--- config.mk ---
export PLATFORM = sky130hd
export DESIGN_NAME = pwm_multi_ch
export DESIGN_NICKNAME = d
export VERILOG_FILES = /design/src/rtl/pwm_multi_ch.sv
export SDC_FILE = /design/constraint.sdc
export NUM_CORES = 1
export LEC_CHECK = 0
export ABC_AREA = 1
export CORE_AREA = 2 2 120 122
export DETAILED_ROUTE_END_ITERATION = 6
export DIE_AREA = 0 0 122 124
export SETUP_SLACK_MARGIN = 0.2
export SLEW_MARGIN = 20
export SYNTH_ARGS = -nofsm -noshare
export SYNTH_HDL_FRONTEND = slang
export SYNTH_SLANG_ARGS = --single-unit
--- constraint.sdc ---
create_clock -name clk -period 2.1 [get_ports clk]
set_input_delay 0.21 -clock clk [delete_from_list [all_inputs] [get_ports clk]]
set_output_delay 0.21 -clock clk [all_outputs]
set_load 0.1 [all_outputs]
--- src/rtl/pwm_multi_ch.sv ---
// Multi-channel PWM: shared prescaler and period counter, per-channel duty, double-buffered updates at wrap.
// Define PWM_CENTER_EN to add the 'center' input for center-aligned (triangle) counting.
module pwm_multi_ch #(
    parameter int CH    = 4,
    parameter int CNT_W = 8,
    parameter int PRE_W = 16
) (
    input  logic                clk,
    input  logic                rst_n,
    input  logic                ena,
`ifdef PWM_CENTER_EN
    input  logic                center,
`endif
    input  logic [PRE_W-1:0]    prescale,
    input  logic [CNT_W-1:0]    period,
    input  logic [CH*CNT_W-1:0] duty_data,
    input  logic                duty_valid,
    output logic                duty_ready,
    output logic [CH-1:0]       pwm_out,
    output logic                period_end
);

    logic [PRE_W-1:0]    pre_cnt;
    logic [PRE_W-1:0]    act_prescale;
    logic [CNT_W-1:0]    cnt;
    logic [CNT_W-1:0]    cnt_next;
    logic [CNT_W-1:0]    act_period;
    logic [CH*CNT_W-1:0] act_duty;
    logic [CH*CNT_W-1:0] shadow;
    logic                pending;
    logic                accept;
    logic                tick;
    logic                wrap;
    logic                act_center;
    logic                down;

    assign duty_ready = !pending;
    assign accept     = duty_valid && !pending;

    // A down-count wrap lands on cnt=0 itself, so the next cycle resumes at 1 unless the new period is 0.
    always_comb begin
        tick     = ena && (pre_cnt == act_prescale);
        wrap     = 1'b0;
        cnt_next = cnt;
        if (tick) begin
            if (down) begin
                if (cnt == '0) begin
                    wrap     = 1'b1;
                    cnt_next = (period != '0) ? CNT_W'(1) : '0;
                end else begin
                    cnt_next = cnt - CNT_W'(1);
                end
            end else if (cnt == act_period) begin
                if (act_center && (act_period != '0)) begin
                    cnt_next = cnt - CNT_W'(1);
                end else begin
                    wrap     = 1'b1;
                    cnt_next = '0;
                end
            end else begin
                cnt_next = cnt + CNT_W'(1);
            end
        end
    end

`ifdef PWM_CENTER_EN
    logic turn;

    assign turn = tick && !down && act_center && (act_period != '0) && (cnt == act_period);

    always_ff @(posedge clk or negedge rst_n) begin
        if (!rst_n) begin
            act_center <= 1'b0;
            down       <= 1'b0;
        end else begin
            if (wrap) begin
                act_center <= center;
                down       <= 1'b0;
            end else if (turn) begin
                down       <= 1'b1;
            end
        end
    end
`else
    assign act_center = 1'b0;
    assign down       = 1'b0;
`endif

    always_ff @(posedge clk or negedge rst_n) begin
        if (!rst_n) begin
            pre_cnt      <= '0;
            cnt          <= '0;
            act_period   <= '0;
            act_prescale <= '0;
        end else if (tick) begin
            pre_cnt <= '0;
            cnt     <= cnt_next;
            if (wrap) begin
                act_period   <= period;
                act_prescale <= prescale;
            end
        end else if (ena) begin
            pre_cnt <= pre_cnt + PRE_W'(1);
        end
    end

    // Accept and apply are exclusive: accept needs an empty shadow, apply needs a full one.
    always_ff @(posedge clk or negedge rst_n) begin
        if (!rst_n) begin
            shadow   <= '0;
            act_duty <= '0;
            pending  <= 1'b0;
        end else if (accept) begin
            shadow  <= duty_data;
            pending <= 1'b1;
        end else if (wrap && pending) begin
            act_duty <= shadow;
            pending  <= 1'b0;
        end
    end

    always_ff @(posedge clk or negedge rst_n) begin
        if (!rst_n) begin
            period_end <= 1'b0;
            pwm_out    <= '0;
        end else begin
            period_end <= wrap;
            for (int i = 0; i < CH; i++) begin
                pwm_out[i] <= ena && (cnt < act_duty[i*CNT_W +: CNT_W]);
            end
        end
    end

endmodule
==> results of run 1 <==
[cell usage in the layout (no fill, tap or decap), types with 3 or more instances in the layout]
cell | Yosys | final
nor3_1 | 6 | 5
inv_2 | 7 | 7
nand4_1 | 9 | 9
o21ai_0 | 21 | 21
nand2_1 | 223 | 223
a31oi_1 | 5 | 5
clkbuf_16 | 0 | 17
a21o_1 | 4 | 4
ha_1 | 30 | 30
bufinv_16 | 0 | 3
nand3_1 | 58 | 58
a21oi_1 | 12 | 12
buf_12 | 0 | 6
inv_1 | 83 | 82
xor2_1 | 14 | 14
dfrtp_1 | 118 | 116
clkdlybuf4s50_1 | 0 | 58
o21ai_1 | 6 | 6
mux2_2 | 32 | 32
buf_4 | 1 | 19
clkinvlp_4 | 0 | 3
nor2_1 | 39 | 39
xnor2_1 | 4 | 4
clkinv_4 | 0 | 3
a211o_1 | 4 | 4
[flip-flops by register name, summed over array words and instances (netlist names)]
register / count
act_duty: 32
pwm_out: 4
pre_cnt: 16
pending: 1
shadow: 32
act_prescale: 16
act_period: 8
period_end: 1
cnt: 8
[metal layers]
layer	share of wire, %	GRT usage (%)	up-vias
met5	0	0	-
met4	1.3	5.82	0
met3	4.5	5.49	14
met2	49	33.5	88
met1	45	24.7	2267
li1	-	-	2412
[final timing paths]
kind,from,end,slack (ps),depth (start not counted)
worst max-delay path,act_period[7],act_duty[10],360,9
worst min-delay path,rst_n,period_end,150,2
worst max register to register,act_period[7],act_duty[10],360,9
worst min register to register,act_duty[26],act_duty[26],470,2
max in group asynchronous,rst_n,act_duty[30],1420,3
min in group clk,period[2],act_period[2],340,3
[power by group]
group / leakage (uW) / internal [uW] / total [uW] / switching, uW
combinational: 0.00229 / 371 / 890 / 519
sequential: 0.00148 / 2440 / 2600 / 161
clock: 0.000292 / 1920 / 2970 / 1050
total: 0.00407 / 4740 / 6470 / 1730
[logic make-up after synthesis]
kind of cell / share of synthesized area, %
and+or+nand+nor: 23.9
AOI/OAI and AO/OA: 4.93
xor gates and xnor gates: 2.60
DFF: 48.7
buffers and inverters: 7.76
muxes: 5.94
adders and majority gates: 6.19
[critical path, stage by stage, from the launching register on]
cell and delay, ps:
dfrtp_1 400, xor2_1 170, nor2_1 110, nand2_1 100
nor2_4 210, inv_2 110, nor2_8 180, buf_12 180
nand3_1 110, nand2_1 100
[stage by stage]
step | util (%) | total power, uW | setup slack [ps]
finish | 55.7 | 6470 | 359
floorplan | - | 3160 | 215
global route | 55.7 | 6790 | 198
global placement | 51.1 | 3520 | 161
CTS | 55.6 | 6520 | 284
detailed placement | 51.1 | 3530 | 120
[cell type report]
cell class / instances / area share [%]
timing repair buffer: 85 / 11.4
tap: 180 / 2.95
clock buffer: 20 / 5.98
sequential: 118 / 38.7
inverter: 90 / 4.47
multi-input combinational: 477 / 34.6
clock inverter: 11 / 1.96
[what timing repair did]
action | in CTS | in global routing
buffers inserted | 0 | 0
endpoints found under the hold margin | 118 | 0
gates resized for setup | 0 | 5
hold buffers | 1 | 0
endpoints found under the setup margin | 0 | 22
==> results.md, run 1 <==
- Outcome: finished clean
- GP Congestion: 0.881
- Clk_skew: 9.62 ps
- Tcrit/Tclk final: 82.9%
- Maxcap violations: 0
- Post-Syn Instances: 706
- CTS Buf Count: 17
- Post-synth top area share: 48.7%
- I/O pins: 66
- Most numerous cell in the Yosys netlist: nand2_1
- Synth area leaders: dfrtp_1 (49%), nand2_1 (14%), ha_1 (6.2%)
- Ant. Diodes: 0
- Data required time of the critical path: 2450 ps
- Synth top cells by count: nand2_1 (223), dfrtp_1 (118), inv_1 (83)
- Vias per cell: 4.87
- Horiz. Die Dim: 122 um
- DRT Wirelength: around 14 mm
- Critical path arrival: 2090 ps
- Vias in the first global route: approximately 4800
- # rows: 43
- Crit-path max FO: 23
- Clock sinks: 118
- Vias: 4781
- Peak Freq: about 570 MHz
- Yosys top cell by area: dfrtp_1
- Asr flop ratio synth: 100%
- Die Y-Extent: 124 um
- Antenna violations before repair: 1
- Final hold violations: 0
- Detailed Place HPWL: 9.91 mm
- Final std cells w/o fill: between 900 and 1000
- Prevailing post-synth register cell: dfrtp_1
- Core area: 13700 um2
- Library cells used by synthesis: 32
- Setup Viol. Count Final: 0
- Clock slew at reported path FFs: 50 ps
- Placed Cells: ~950
- Maximum vdd drop: 538 uV
- Mapped Area: 6060 um2
- Final net count: slightly below 900
- Fin Setup TNS: 0 ps
- DR DRC count: 0
- Yosys reg bits: 118
- CTS H-tree lvls: 4
- Placed inst area: 7010 um2
- WS Path Type: reg2reg
- Crit. End Element: register
- Initial core utilization: 44.2%
- CTS Buffer Depth: 2
- Rel. slew slack: 75.7%
- Worst-margin pin slew: 364 ps
- Routed len/inst: around 14 um
- Area growth, synth to finish: 26.0%
- Pwr dens: 846 nW/um2
- Layout cells sized above 1: a little over an eighth
- Unrepaired setup endpoints after global routing: yes
- Layout fillers: 1282
- Gr ovfl total: 0
- Largest net degree at the start of global routing: 65
- Startpoint Class: register
- Input/output buffers: 65
- Register area share after synthesis: 48.7%
- HP Class: in2async
- Global-route wire length before repair: around 23 mm
- Min Tclk post-route: 1740 ps
- Final Instance Area: 7640 um2
- Remaining antenna violation count after routing: 0
- Syn Nets: roughly 800
- Area of the multi-input gates: between 2000 and 3000 um2
- Seq. cell area: a little under 3000 um2
- Drt first-iter violations: about 270
- Worst hold margin: 147 ps
- YS warnings: 0
- GRT Util Overall: approximately 20%
- Syn_area_per_cell: 8.59 um2
- Die area: 15100 um2
- P_leak: 0.00407 uW
- Final Slew Violations: 0
- EDFF count, synth: 0
- Root Buffer: clkbuf_16
- CTS tree: done
- TritonRoute pass-1 iters: 5
- Clock Latency Late Sink: 420 ps
(Power assumes the default switching activity.)
==> run 2: changes to the inputs <==
PLACE_DENSITY = 0.67   (was default)
clock period = 1.55 ns   (was 2.1 ns; I/O delays follow)
==> run 2 against run 1 <==
The run now ends with setup timing left. Die area did not move. Worst setup slack got worse by 610 ps. Sequential cell count unchanged. Via count up 13%. Largest power group unchanged. Power increased by 48%. Fmax down 3.1%. Sequential share of layout area decreased by 6.6 points.
==> results.md, run 2 (synthesized netlist as in run 1, its figures left out) <==
- Grt met1 use: 25.3%
- Slowest cell on the critical path: dfrtp_1
- CTS tree: done
- R2R cell count: 13
- Rel. slew slack: 75.5%
- Final net count: 971
- HP Class: in2async
- Detailed Place HPWL: 10.4 mm
- CTS Buf Count: 17
- Placed inst area: 7620 um2
- P_leak: 0.00472 uW
- Startpoint Class: register
- Vias in the first global route: 5533
- DRT Wirelength: 16.5 mm
- Reg2Reg Setup Slack: -250 ps
- Net switching power: between 2000 and 3000 uW
- Pwr dens: 1040 nW/um2
- Crit-path max FO: 8
- I/O pins: 66
- Min Tclk post-route: about 1800 ps
- Final Instance Area: 9210 um2
- GRT Util Overall: between 20% and 30%
- Data required time of the critical path: 1920 ps
- Antenna violations before repair: 0
- # rows: 43
- Outcome: finished, violations left
- Setup Viol. Count Final: 84
- Area growth, synth to finish: 51.9%
- Worst-margin pin slew: 367 ps
- Clock sinks: approximately 120
- Vias: 5395
- Largest net degree at the start of global routing: 38
- Ant. Diodes: 0
- Int Pwr: between 6000 and 7000 uW
- Fin Setup TNS: -14270 ps
- Clock slew at reported path FFs: 60 ps
- Clock power frac: 40.4%
- Routed len/inst: 15.4 um
- Met2 Use GR: 40.3%
- Combinational fraction of design power: 23.1%
- Commonest non-fill, non-tap cell in the layout: nand2_1
- Die area: 15100 um2
- Initial core utilization: 44.2%
- Max incr delay on CP: 400 ps
- Vias per cell: around 5.0
- TritonRoute pass-1 iters: 7
- Seq pwr share: 36.5%
- Maximum vdd drop: 891 uV
- Root Buffer: clkbuf_16
- Core area: 13700 um2
- CTS Buffer Depth: 2
- Layout fillers: 1057
- Worst R2R Start: act_prescale[10]
- Drt first-iter violations: 281
- Reg-to-reg critical path endpoint: act_duty[2]
- Switch share: 29.2%
- Layout cells sized above 1: between 30% and 40%
- Gr ovfl total: 0
- Critical path arrival: ~2200 ps
- Crit. End Element: register
- Clock Latency Late Sink: 430 ps
- Top Registers: act_duty x32, shadow x32
- Die Y-Extent: 124 um
- Worst path cell trace: inv_2 -> nand2_2 -> nand2_2 -> inv_1 -> nor2_1 -> nand2_1 -> nor2_4 -> nand3_4 -> nor2_8 -> buf_6 -> clkbuf_16 -> nand3_1 -> nand2_1
- Remaining antenna violation count after routing: 0
- Unrepaired setup endpoints after global routing: yes
- Input/output buffers: between 60 and 70
- Global-route wire length before repair: 26.0 mm
- Tcrit/Tclk final: 116%
- Commonest non-fill, non-tap cells in the layout: nand2_1 (181), dfrtp_1 (118), buf_4 (80)
- Peak Freq: 556 MHz
- Failing checks: setup timing
- Clk_skew: 9.81 ps
- CTS H-tree lvls: 4
- Horiz. Die Dim: 122 um
- Busiest metal layer after global routing: met2
- WS Path Type: reg2reg
- Maxcap violations: 0
- Final hold violations: 0
- GP Congestion: 0.879
- M3 GR Usage: 4.76%
- Final Slew Violations: 0
- Worst hold margin: 195 ps
- Worst Slack Setup Final: -247 ps
- DR DRC count: 0
## run 2: routing by layer
metal,up-vias,part of all wire [%]
met3,41,4.1
met1,2599,40
met5,-,0
met2,150,53
met4,0,3.0
li1,2605,-
## run 2: cell type report
type                       count  area [um2]  area share [%]
timing repair buffer         177        1890            20.5
clock buffer                  19         433            4.70
tap                          180         225            2.45
inverter                      90         348            3.78
clock inverter                13         146            1.59
sequential                   118        2950            32.1
multi-input combinational    477        3210            34.9
## run 2: what timing repair did
| item | 4_1_cts | 5_1_grt |
|---|---|---|
| endpoints found under the hold margin | 94 | 0 |
| hold buffers | 1 | 0 |
| pin swaps | 56 | 56 |
| gates cloned | 3 | 3 |
| gates resized for setup | 76 | 69 |
| buffers inserted | 12 | 13 |
| endpoints found under the setup margin | 119 | 119 |
## run 2: through the flow
| step | utilization, % | setup slack (ps) | total power [uW] | std cells |
|---|---|---|---|---|
| 2_1_floorplan | - | -189 | 4340 | 706 |
| 3_3_place_gp | 55.6 | -289 | 5290 | 1010 |
| 3_5_place_dp | 55.6 | -312 | 5330 | 1010 |
| 4_1_cts | 64.0 | -149 | 9320 | 1058 |
| 5_1_grt | 67.1 | -323 | 10000 | 1074 |
| 6_report | 67.1 | -247 | 9590 | 1074 |
## run 2: worst max-delay path, delay by kind of cell, from the launching register on
| family | cells | cell delay, ps |
|---|---|---|
| DFF | 1 | 400 |
| buffers and inverters | 4 | 410 |
| and+or+nand+nor | 9 | 920 |
## run 2: how the worst max path moves through the flow
stage	startpoint	end	slack (ps)	depth (start not counted)
after CTS	act_prescale[10]	act_duty[0]	-150	13
after global placement	ena	pre_cnt[13]	-290	10
final	act_prescale[10]	act_duty[2]	-250	13
after detailed placement	ena	pre_cnt[13]	-310	11
after floorplan	pending	shadow[10]	-190	5
after global routing	pre_cnt[12]	act_duty[2]	-320	12
## run 2: power by group through the flow
stage	Combinational [uW]	Clock [uW]	Sequential [uW]
floorplan	825	0	3510
global placement	1760	0	3530
detailed placement	1790	0	3530
CTS	1900	3940	3490
global route	2420	4080	3520
finish	2210	3880	3500
